--- src/rtl/serial_alu_ctrl.sv ---
// Bit-serial sequencer driving an external 1-bit ALU slice LSB first for WIDTH cycles.
// Optional: define SERIAL_ALU_OVERFLOW_EN to add a signed-overflow output for add/sub.
module serial_alu_ctrl #(
   parameter int WIDTH = 8
) (
   input  logic             clock,
   input  logic             reset,
   input  logic             start,
   input  logic [WIDTH-1:0] a,
   input  logic [WIDTH-1:0] b,
   input  logic [2:0]       control,
   output logic             ready,
   output logic             done,
   output logic [WIDTH-1:0] result,
   output logic             carry_out,
   output logic             alu_a,
   output logic             alu_b,
   output logic             alu_cin,
   output logic [2:0]       alu_control,
   input  logic             alu_out,
   input  logic             alu_cout
`ifdef SERIAL_ALU_OVERFLOW_EN
   ,
   output logic             overflow
`endif
);

   localparam int CW = $clog2(WIDTH + 1);

   typedef enum logic [1:0] {
      IDLE = 2'd0,
      RUN  = 2'd1,
      DONE = 2'd2
   } state_t;

   state_t           state;
   logic [WIDTH-1:0] a_sh;
   logic [WIDTH-1:0] b_sh;
   logic [2:0]       op;
   logic             carry;
   logic [CW-1:0]    cnt;

   // Operand bits and carry reach the slice only while running.
   assign alu_a       = (state == RUN) & a_sh[0];
   assign alu_b       = (state == RUN) & b_sh[0];
   assign alu_cin     = (state == RUN) & carry;
   assign alu_control = op;

   always_ff @(posedge clock or posedge reset) begin
      if (reset) begin
         state     <= IDLE;
         a_sh      <= '0;
         b_sh      <= '0;
         op        <= '0;
         carry     <= 1'b0;
         cnt       <= '0;
         result    <= '0;
         carry_out <= 1'b0;
         done      <= 1'b0;
         ready     <= 1'b1;
`ifdef SERIAL_ALU_OVERFLOW_EN
         overflow  <= 1'b0;
`endif
      end else begin
         case (state)
            IDLE: begin
               done <= 1'b0;
               if (start) begin
                  a_sh   <= a;
                  b_sh   <= b;
                  op     <= control;
                  cnt    <= '0;
                  result <= '0;
                  // Subtract is a + ~b + 1; the +1 enters as the initial carry.
                  carry  <= (control == 3'd3);
                  ready  <= 1'b0;
                  state  <= RUN;
`ifdef SERIAL_ALU_OVERFLOW_EN
                  overflow <= 1'b0;
`endif
               end
            end
            RUN: begin
               result <= {alu_out, result[WIDTH-1:1]};
               a_sh   <= a_sh >> 1;
               b_sh   <= b_sh >> 1;
               carry  <= alu_cout;
               cnt    <= cnt + CW'(1);
               if (cnt == CW'(WIDTH - 1)) begin
                  carry_out <= alu_cout;
                  done      <= 1'b1;
                  state     <= DONE;
`ifdef SERIAL_ALU_OVERFLOW_EN
                  // Carry into the MSB differs from carry out of it.
                  overflow  <= ((op == 3'd2) || (op == 3'd3)) & (carry ^ alu_cout);
`endif
               end
            end
            DONE: begin
               done  <= 1'b0;
               ready <= 1'b1;
               state <= IDLE;
            end
            default: begin
               done  <= 1'b0;
               ready <= 1'b1;
               state <= IDLE;
            end
         endcase
      end
   end

endmodule

--- config.mk ---
export PLATFORM = sky130hd
export DESIGN_NAME = serial_alu_ctrl
export DESIGN_NICKNAME = d
export VERILOG_FILES = /design/src/rtl/serial_alu_ctrl.sv
export SDC_FILE = /design/constraint.sdc
export NUM_CORES = 1
export LEC_CHECK = 0
export CORE_MARGIN = 2
export CORE_UTILIZATION = 43
export DETAILED_ROUTE_END_ITERATION = 10
export GPL_TIMING_DRIVEN = 1
export PLACE_DENSITY_LB_ADDON = 0.05
export SETUP_SLACK_MARGIN = 0.3
export SLEW_MARGIN = 20
export SYNTH_ARGS = -nofsm -noshare
export SYNTH_HDL_FRONTEND = slang
export SYNTH_SLANG_ARGS = --single-unit
--- constraint.sdc ---
create_clock -name clock -period 1.3 [get_ports clock]
set_input_delay 0.39 -clock clock [delete_from_list [all_inputs] [get_ports clock]]
set_output_delay 0.39 -clock clock [all_outputs]
set_load 0.02 [all_outputs]
# == Word-level counts from Yosys, hierarchy flattened ==
# Cells that the tools add are included.
# word_totals
in_bits,24
reg_bits,37
wordCells,44
# op_classes
eq_ne,5
mux,17
reduce_logical,7
add_sub_neg,1
n_bitwise,4
# ops
cell,n
$pmux 8 s2,3
$mux 8,3
$reduce_and 2->1,5
$pmux 4 s2,1
$add 4x1->4 const B,1
$eq 4x3->1 const B,1
$mux 1,4
$mux 2,2
$mux 4,1
$pmux 1 s2,2
$pmux 2 s2,1
$and 1x1->1,3
$eq 3x2->1 const B,1
$eq 2x1->1 const B,1
$logic_not 2->1,1
$ne 2x1->1 const B,1
$ne 2x2->1 const B,1
$reduce_bool 2->1,1
$not 1->1,1

# == Longest topological paths before layout ==
# logic_depth
ltp_word,3
depth_mapped,5
mapped_depth_nobuf,4

# == Worst setup path after synthesis ==
# OpenSTA, ideal clock, no wires.
# synth_timing
path_kind,register to output
start,reg state[1]
end,out alu_a
t_required_ns,0.910
stages_incl_launch_ff,6
path_buffers,3
path_slack_ns,-0.241
arrival_time_ns,1.151
path_cell_list,dfrtp_1 buf_2 nor2b_1 buf_2 buf_2 and2_1
# synth_between
elab_chain_cells,2
# synth_rtl
element,line_no,text
"start, declared",36,state_t state;
"start signal, assigned",51,state <= IDLE;
"start signal, assigned",77,state <= RUN;
"start signal, assigned",92,state <= DONE;
$eq 2x1->1,44,assign alu_a = (state == RUN) & a_sh[0];
$and 1x1->1,44,
"end, declared",16,"output logic alu_a,"
# Every way passes these cells.

# == Final worst setup path ==
# layout_timing
start,reg state[0]
end,out alu_cin
# layout_between
elab_chain_cells,2
# layout_rtl
element,line_no,text
$eq 2x1->1,46,assign alu_cin = (state == RUN) & carry;
$and 1x1->1,46,
"end, declared",18,"output logic alu_cin,"
# Every way passes these cells.

==> tab_implementation.tex <==
\begin{tabular}{lr}
\hline
Metric & Value \\
\hline
\multicolumn{2}{l}{\textbf{GRT}} \\
\quad Largest net degree at the start of global routing & 32 \\
\quad Antenna violations before repair & 0 \\
\quad Wire length of the first global-routing pass & 6310 microns \\
\quad Via count of the first global-routing pass & 1445 \\
\quad GRT Total Usage & 19.0\% \\
\quad Remaining global-route overflow & 0 \\
\multicolumn{2}{l}{\textbf{Placed design}} \\
\quad Final RePlAce weighted congestion & 0.813 \\
\quad Number of cells in the design after placement & 246 \\
\quad Detail Placement HPWL & 2520 microns \\
\quad Input/output buffers & 40 \\
\quad Post-detailed-placement cell area & 2260 sq um \\
\quad Post-place setup slack & -414 ps \\
\multicolumn{2}{l}{\textbf{Synthesis}} \\
\quad Number of register bits inferred by synthesis & 37 \\
\quad Cell area after synthesis & 1610 sq um \\
\quad Warnings, synthesis & 0 \\
\quad Post-synthesis cell type count & 26 \\
\quad Synthesized net count & 168 \\
\quad Number of standard cells after synthesis & 143 \\
\quad Avg Synthesized Cell Area & 11.3 sq um \\
\quad Sequential cell area fraction in the yosys report & 57.6\% \\
\multicolumn{2}{l}{\textbf{Route}} \\
\quad Wire length on met1 & 1670 microns \\
\quad Top layer in use & met4 \\
\quad Routed wl met2 & 1900 microns \\
\quad DRC violation count after routing & 0 \\
\quad Vias & 1359 \\
\quad 1st-pass router iterations & 4 \\
\quad DR vias/cell & 5.11 \\
\quad WL met3 & 138 microns \\
\quad Starting DRT DRC Count & 74 \\
\quad Total wirelength of the detailed-routed design & 3760 microns \\
\quad Post-route antenna net violation count & 0 \\
\quad Final routed wire length divided by cell count & 14.1 microns \\
\multicolumn{2}{l}{\textbf{Floorplanning}} \\
\quad Area of the placeable core & 3630 sq um \\
\quad Die span in x & 65.2 microns \\
\quad Full die area & 4250 sq um \\
\quad Die Y-Extent & 65.2 microns \\
\quad Number of rows created at floorplan & 22 \\
\quad Starting density of the core & 44.3\% \\
\quad Number of top-level pins & 41 \\
\multicolumn{2}{l}{\textbf{Timing}} \\
\quad Number of setup violations in the final report & 23 \\
\quad Count of endpoints failing hold in the final timing report & 0 \\
\quad Slew at the pin closest to its max-slew limit & 331 ps \\
\quad Least setup slack across all paths after layout & -266 ps \\
\quad Portion of the clock cycle consumed by the worst path in the final layout & 120\% \\
\quad Worst Clk Skew & 5.14 ps \\
\quad F\_max & 638 MHz \\
\quad Final total negative setup slack & -2100 ps \\
\quad Setup repair after global routing missed its margin & yes \\
\quad Worst slack on hold paths & 401 ps \\
\quad Final Critical Period & 1570 ps \\
\quad Max Transition Viols Final & 0 \\
\quad Max-slew headroom at the worst pin & 78.0\% \\
\multicolumn{2}{l}{\textbf{Cells and area}} \\
\quad Number of antenna repair diodes & 0 \\
\quad Signed area change from the synthesized netlist to the final layout & 56.1\% \\
\quad Count of placed standard cells in the final layout, fillers left out & 266 \\
\quad Layout cell share with drive strength beyond 1 & 36.2\% \\
\quad Number of fill cells in the layout & 293 \\
\quad Final cell utilization of the core & 69.2\% \\
\quad Cell area after layout & 2510 sq um \\
\quad Net total in the final layout & 242 \\
\multicolumn{2}{l}{\textbf{Setup path}} \\
\quad Data required time of the critical path & 910 ps \\
\quad WS Path Type & reg2out \\
\quad Endpoint class of the critical path & output port \\
\quad Data arrival, critical path & 1180 ps \\
\quad Maximum fanout count along the critical path & 5 \\
\quad Critical Path Start Type & register \\
\multicolumn{2}{l}{\textbf{Power and ir drop}} \\
\quad Power density of the placed cells & 2130 nW/um\^{}2 \\
\quad Final Power & 5.35 mW \\
\quad Static Leakage & 1.22 nW \\
\quad Largest vdd supply drop & 0.00108 V \\
\multicolumn{2}{l}{\textbf{Flow run}} \\
\quad Max Cap Violations & 0 \\
\multicolumn{2}{l}{\textbf{Outcome}} \\
\quad Violations in the final reports & setup timing \\
\quad Result of the run & complete, but fails checks \\
\multicolumn{2}{l}{\textbf{Clock network}} \\
\quad Clock tree from TritonCTS & yes \\
\quad Number of CTS-inserted buffers & 5 \\
\quad H-tree level count & 2 \\
\quad Clock slew at reported path FFs & 70 ps \\
\quad Total of hold buffers inserted after clock tree synthesis & 0 \\
\quad Clock buffer depth & 2 \\
\quad Worst skew pair latency & 280 ps \\
\quad Clock root buffer & clkbuf\_8 \\
\quad TritonCTS Sinks & 37 \\
\multicolumn{2}{l}{\textbf{Min path}} \\
\quad Hold/Removal Path Class & in2async \\
\hline
\end{tabular}
-- power by group --
part	switching (mW)	internal (mW)	leakage (nW)	total [mW]
combinational	1.15	1.55	0.708	2.69
sequential	0.282	1.61	0.471	1.90
clock	0.387	0.371	0.0450	0.759
-- per-layer routing --
layer | track usage, % | vias to the layer above
li1 | - | 661
met1 | 24.4 | 667
met2 | 31.9 | 26
met3 | 3.42 | 5
met4 | 7.81 | 0
met5 | 0 | -
-- worst max-delay path: stages (launching register included) --
cell and delay (ps):
dfrtp_1 390, nor2b_4 130, buf_6 120, and2_4 130
buf_6 120
-- cells in the mapped netlist --
cell type | number | area share [%]
dfrtp_1 | 36 | 56
nand2_1 | 15 | 3.5
o21ai_0 | 14 | 4.4
a21oi_1 | 13 | 4.0
a22o_1 | 12 | 6.5
and3b_1 | 11 | 6.0
buf_2 | 7 | 2.2
clkbuf_1 | 4 | 0.93
mux2_2 | 4 | 2.8
a22oi_1 | 3 | 1.4
and2_1 | 3 | 1.2
inv_1 | 3 | 0.70
nand2b_1 | 2 | 0.78
nor2b_1 | 2 | 0.78
nor3b_2 | 2 | 1.6
o21bai_1 | 2 | 0.93
a211oi_1 | 1 | 0.47
a221o_1 | 1 | 0.62
and4b_1 | 1 | 0.62
dfstp_2 | 1 | 1.6
ha_1 | 1 | 0.78
mux2_1 | 1 | 0.70
mux2i_1 | 1 | 0.62
nand3_1 | 1 | 0.31
nor2_1 | 1 | 0.23
o21a_1 | 1 | 0.47
-- layout by cell type, fill, tap and decap left out, drive strengths merged --
cell type	count
ha	1
dfstp	1
a211oi	1
dfrtp	36
mux2	5
and2	3
a22oi	3
and4b	1
nand3	1
nand2b	2
nor2b	2
clkinv	2
clkdlybuf4s50	22
a21oi	13
a221o	1
mux2i	1
clkbuf	6
buf	55
dlygate4sd2	1
clkinvlp	1
inv	2
o21ai	14
nor3b	2
o21a	1
o21bai	2
and3b	11
nor2	1
a22o	12
nand2	15
-- layout make-up --
cell class	instances	area [sq um]	area share (%)
Sequential cell	37	927	36.9
Clock inverter	2	10.0	0.398
Multi-Input combinational cell	92	676	26.9
Clock buffer	6	72.6	2.89
Timing Repair Buffer	78	753	30.0
Tap cell	48	60.1	2.39
Inverter	3	15.0	0.597
-- registers in the layout, indices dropped and copies added, names as in the netlist --
name         count
a_sh             8
state            2
result           8
cnt              4
done             1
alu_control      3
ready            1
b_sh             8
carry_out        1
carry            1
-- worst paths after layout --
path,startpoint,end,slack [ps],cells past startpoint
max,state[0]$_DFFE_PP0P_,alu_cin,-270,4
min,reset,a_sh[2]$_DFFE_PP0P_,400,2
max reg2reg,state[1]$_DFFE_PP0P_,carry_out$_DFFE_PP0P_,-180,6
min reg2reg,a_sh[3]$_DFFE_PP0P_,a_sh[3]$_DFFE_PP0P_,480,2
max in group asynchronous,reset,result[7]$_DFFE_PP0P_,530,3
min in group clock,a_sh[3]$_DFFE_PP0P_,a_sh[3]$_DFFE_PP0P_,480,2
-- cell families (layout without fill, tap and decap cells) --
logic type / Yosys count / in the layout / share of synthesized area (%)
simple gates: 38 / 38 / 14.9
fa+ha+maj: 1 / 1 / 0.777
mux: 6 / 6 / 4.12
compound gates: 47 / 47 / 18.8
flops: 37 / 37 / 57.6
buf+inv: 14 / 89 / 3.81
-- timing repair --
| action | in CTS | in global routing |
|---|---|---|
| gates resized for setup | 116 | 3 |
| pin swaps | 3 | 0 |
| buffers inserted | 7 | 4 |
| cloned | 1 | 0 |
| setup endpoints to repair | 54 | 54 |
Power figures use the tool's default switching activity.
